==> src/rtl/vanilla_remote_load_wb_buffer.sv <==
// Remote load response writeback buffer: formats responses at enqueue, queues them in order,
// and presents the head to the integer or FP register-file writeback port with starvation escalation.
module vanilla_remote_load_wb_buffer #(
  parameter int els_p         = 2,
  parameter int stall_limit_p = 8
) (
  input  logic        clk_i,
  input  logic        reset_i,
  input  logic        v_i,
  input  logic [42:0] resp_i,
  output logic        ready_o,
  output logic        int_v_o,
  output logic        float_v_o,
  output logic [4:0]  wb_addr_o,
  output logic [31:0] wb_data_o,
  input  logic        int_yumi_i,
  input  logic        float_yumi_i,
  output logic        force_wb_o
);

  localparam int ptr_w = $clog2(els_p);
  localparam int cnt_w = ptr_w + 1;

  typedef struct packed {
    logic        float_wb;
    logic [4:0]  reg_id;
    logic        is_unsigned_op;
    logic        is_byte_op;
    logic        is_hex_op;
    logic [1:0]  part_sel;
    logic [31:0] data;
  } remote_load_resp_s;

  typedef struct packed {
    logic        float_wb;
    logic [4:0]  addr;
    logic [31:0] data;
  } entry_s;

  remote_load_resp_s resp;
  entry_s            mem [els_p];
  entry_s            head;
  logic [ptr_w-1:0]  rptr, wptr;
  logic [cnt_w-1:0]  count;
  logic [7:0]        wait_cnt;
  logic              empty, full, is_x0, enq, deq;
  logic [7:0]        byte_sel;
  logic [15:0]       half_sel;
  logic [31:0]       fmt_data;

  assign resp  = resp_i;
  assign empty = (count == '0);
  assign full  = (count == cnt_w'(els_p));

  // Writes to x0 complete the handshake but never occupy a slot; f0 is a real register.
  assign is_x0 = ~resp.float_wb & (resp.reg_id == 5'd0);
  assign enq   = v_i & ~full & ~is_x0;
  assign deq   = (int_yumi_i | float_yumi_i) & ~empty;

  assign byte_sel = 8'(resp.data >> {resp.part_sel, 3'b000});
  assign half_sel = 16'(resp.data >> {resp.part_sel[1], 4'b0000});

  // NOTE: every variable gets a default at the top of always_comb so no path leaves it unassigned (no latch).
  always_comb begin
    fmt_data = resp.data;
    if (resp.is_byte_op)
      fmt_data = resp.is_unsigned_op ? {24'd0, byte_sel} : {{24{byte_sel[7]}}, byte_sel};
    else if (resp.is_hex_op)
      fmt_data = resp.is_unsigned_op ? {16'd0, half_sel} : {{16{half_sel[15]}}, half_sel};
  end

  // NOTE: the storage array is not reset; pointers and count define validity and outputs are gated while empty.
  always_ff @(posedge clk_i) begin
    if (enq) mem[wptr] <= '{float_wb: resp.float_wb, addr: resp.reg_id, data: fmt_data};
  end

  // NOTE: sequential state uses non-blocking assignments so every register samples pre-edge values.
  always_ff @(posedge clk_i) begin
    if (reset_i) begin
      rptr     <= '0;
      wptr     <= '0;
      count    <= '0;
      wait_cnt <= '0;
    end else begin
      if (enq) wptr <= wptr + ptr_w'(1);
      if (deq) rptr <= rptr + ptr_w'(1);
      unique case ({enq, deq})
        2'b10:   count <= count + cnt_w'(1);
        2'b01:   count <= count - cnt_w'(1);
        default: count <= count;
      endcase
      // Starvation tracking restarts for each new head and saturates at the limit.
      if (deq || empty)
        wait_cnt <= '0;
      else if (wait_cnt != 8'(stall_limit_p))
        wait_cnt <= wait_cnt + 8'd1;
    end
  end

  assign head       = mem[rptr];
  assign ready_o    = ~full;
  assign int_v_o    = ~empty & ~head.float_wb;
  assign float_v_o  = ~empty & head.float_wb;
  assign wb_addr_o  = empty ? 5'd0 : head.addr;
  assign wb_data_o  = empty ? 32'd0 : head.data;
  assign force_wb_o = (wait_cnt == 8'(stall_limit_p));

endmodule

==> config.mk <==
export PLATFORM = sky130hd
export DESIGN_NAME = vanilla_remote_load_wb_buffer
export DESIGN_NICKNAME = d
export VERILOG_FILES = /design/src/rtl/vanilla_remote_load_wb_buffer.sv
export SDC_FILE = /design/constraint.sdc
export NUM_CORES = 1
export LEC_CHECK = 0
export CORE_MARGIN = 4
export CORE_UTILIZATION = 32
export DETAILED_ROUTE_END_ITERATION = 10
export HOLD_SLACK_MARGIN = 0.08
export PLACE_DENSITY = 0.65
export SLEW_MARGIN = 10
export SYNTH_ARGS = -nofsm -noshare
export SYNTH_HDL_FRONTEND = slang
export SYNTH_SLANG_ARGS = --single-unit
==> constraint.sdc <==
create_clock -name clk_i -period 3.1 [get_ports clk_i]
set_input_delay 0.62 -clock clk_i [delete_from_list [all_inputs] [get_ports clk_i]]
set_output_delay 0.62 -clock clk_i [all_outputs]
set_load 0.005 [all_outputs]
==> impl_results.md <==
- Grt ovf: 0
- Register area share after synthesis: 0.595
- Initial core utilization: 0.333
- Synth Instances: ~340
- Synth Flop Type: edfxtp_1
- Num ports: 89
- Max Root-Sink Buffers: 2
- Least-Margin Pin Slew: 0.539 ns
- WL/cell: 16.8 µm
- DRC: 0
- Yosys Warn Count: 0
- Die area: about 15,000 µm²
- Die H: 124 µm
- Crit path buffers/inverters: 2
- Setup violators final: 0
- Via count: approximately 3,000
- Hold path startpoint: wait_cnt[7]
- RSZ-0062 raised after global routing: false
- Mapped Area: 4270 µm²
- Router iterations before antenna repair: 4
- Crit path launch type: flip-flop
- # Max-Cap Violations: 0
- Fin Hold WS: between 0.5 and 0.6 ns
- Synth Area in Adders: 0.00879
- XOR/XNOR share of the synthesized area: 0.0103
- Critical setup path kind: flip-flop to output port
- R2R cell count: 6
- Global-route wire length before repair: 15.8 mm
- Synth top area share: 0.534
- Slew Limit Fails: 0
- Clock sink count: between 80 and 90
- Commonest cells in the netlist: 76 x edfxtp_1, 54 x mux2i_1, 47 x nor2_1
- Count of different cell masters after synthesis: 37
- Number of routed nets with antenna violations: 0
- End of the worst hold path: wait_cnt[7]
- Area leader, netlist: edfxtp_1
- R2r endpoint: count[1]
- Tightest Hold Check Type: flip-flop to flip-flop
- Share of layout cells above drive strength 1: 0.106
- Simple-gate share of the synthesized area: 0.114
- CP peak stage delay: about 0.56 ns
- Worst EP arrival: 2.28 ns
- Tot GR Track Use: 0.136
- Die W: 124 µm
- TNS Setup: 0 ns
- CTS clk-pin slew, worst paths: 0.06 ns
- Seq. cell area: 2540 µm²
- Post-Syn Area per Cell: roughly 13 µm²
- Synthesized-area fraction occupied by ao, oa, aoi and oai cells: 0.0706
- H-tree depth: 3
- Layout Area Growth over Synthesis: 35.1%
- CTS Root Cell: clkbuf_16
- Count leader, synth: edfxtp_1
- Synth async-reset ratio: 0
- Vias per inst: 4.96
- First DRT Iteration DRCs: 168
- Vias in the first global route: 3,102
- Mux cell area share after synthesis: 0.176
- Skew-Pair Late Insertion Delay: 0.33 ns
- Minimum clock period: between 2 and 3 ns
- Net count after synthesis: 386
- Multi-input combinational cell area: ~1600 µm²
- Peak supply drop: 0.346 mV
- Period utilization: 0.934
- CTS Hold Bufs: 0
- # port buffers: 88
- Core area: 12,800 µm²
- Fin. Hold Viols: 0
- Leak Pwr: about 2 nW
- PwrDens: just under 800 nW/µm²
- CTS buffer count: 9
- F_max: 345 MHz
- Worst path slowest cell: clkdlybuf4s50_1
- Final Skew: 0.00869 ns
- Status: completed
- Reg-to-Reg Start: count[0]
- FF+latch count, synth: 89
- Max-slew headroom: 0.637
- Top post-synthesis cells by area: edfxtp_1 53%, mux2i_1 13%, dfxtp_1 6.1%
- TritonCTS clock tree: built
- Cells on Worst Hold Path: 2
- Critical Path Sink Type: output port
- Antenna violations before repair: 0
- Fill cells: 1,197
- Reg-to-reg slack, setup: 1.26 ns
- CP top delay family: simple AND/OR/NAND/NOR gates
- Largest family of logic cells by synthesized area: multiplexers
- Fin nets: between 400 and 500
- Routability Congestion: 0.816
- Ant diodes: 0
- Crit-path max FO: 6
- Post-synth EDFFs: 76
- Largest net degree at the start of global routing: 33
- Crit-path cells: inv_1, ha_1, or4b_1, nor2_2, clkdlybuf4s50_1
- Worst path required time: 2.48 ns
- Routed wire length: about 10 mm
- DPL Wire Length: between 7 and 8 mm
- # rows: between 40 and 50
[flip-flops by register name, summed over array words and instances, names as in the netlist, named ones only]
name      cells
mem          76
wait_cnt      8
count         2
rptr          1
wptr          1
[stage by stage]
| stage | std cells | total power, mW | worst slack, ns | instance area (µm²) | util |
|---|---|---|---|---|---|
| finish | 604 | 4.44 | 0.203 | 5770 | 0.450 |
| global route | 604 | 4.69 | 0.0827 | 5770 | 0.450 |
| CTS | 604 | 4.50 | 0.116 | 5770 | 0.450 |
| detailed placement | 588 | 3.30 | 0.167 | 5430 | 0.424 |
| global placement | 588 | 3.28 | 0.216 | 5430 | 0.424 |
| floorplan | 335 | 2.40 | 0.114 | 4270 | - |
[layer usage]
layer,share of wire,global-route usage,vias up
met4,0.019,0.0602,0
met5,0,0,-
met3,0.059,0.0288,13
met1,0.45,0.177,1465
met2,0.47,0.219,92
li1,-,-,1427
[kinds of logic after synthesis]
group | Yosys count
flops | 89
mux | 65
xor+xnor | 5
fa+ha+maj | 3
simple gates | 99
buf+inv | 24
compound gates | 50
[tightest hold or removal path: stages, from the launching register on]
cell	delay (ns)
dfxtp_1	0.33
o31ai_1	0.07
a211oi_1	0.06
[how the worst max path moves through the flow]
stage               cells after the start    endpoint   startpoint  slack [ns]
global route                            5  force_wb_o  wait_cnt[0]        0.08
CTS                                     5  force_wb_o  wait_cnt[0]        0.12
floorplan                               4   mem[0][0]   resp_i[40]        0.11
detailed placement                      7    count[1]   resp_i[40]        0.17
global placement                        7    count[1]   resp_i[40]        0.22
finish                                  5  force_wb_o  wait_cnt[0]        0.20
[power breakdown]
group / internal [mW] / total (mW) / switching, mW
logic: 0.855 / 1.61 / 0.753
registers: 1.55 / 1.63 / 0.0856
clock network: 0.779 / 1.20 / 0.422
total: 3.18 / 4.44 / 1.26
[cell type report]
cell class                 count  area share
clock buffer                   9      0.0390
clock inverter                 7      0.0189
inverter                       5     0.00325
multi-input combinational    222       0.284
sequential                    89       0.441
tap                          172      0.0373
timing repair buffer         100       0.177
[cell usage in the layout (no fill, tap or decap), types with 7 or more instances in the layout]
master | Yosys | final
clkbuf_16 | 0 | 9
clkdlybuf4s50_1 | 0 | 88
nor2_1 | 47 | 44
mux4_2 | 7 | 7
edfxtp_1 | 76 | 76
nand2b_1 | 17 | 17
a21oi_1 | 30 | 30
o21ai_0 | 12 | 12
buf_4 | 3 | 8
nand2_1 | 10 | 10
mux2i_1 | 54 | 54
dfxtp_1 | 13 | 12
[repair_timing]
action / CTS / global route
resized for setup: 0 / 1
setup buffers: 0 / 0
setup endpoints to repair: 0 / 1
(Power assumes the default switching activity.)
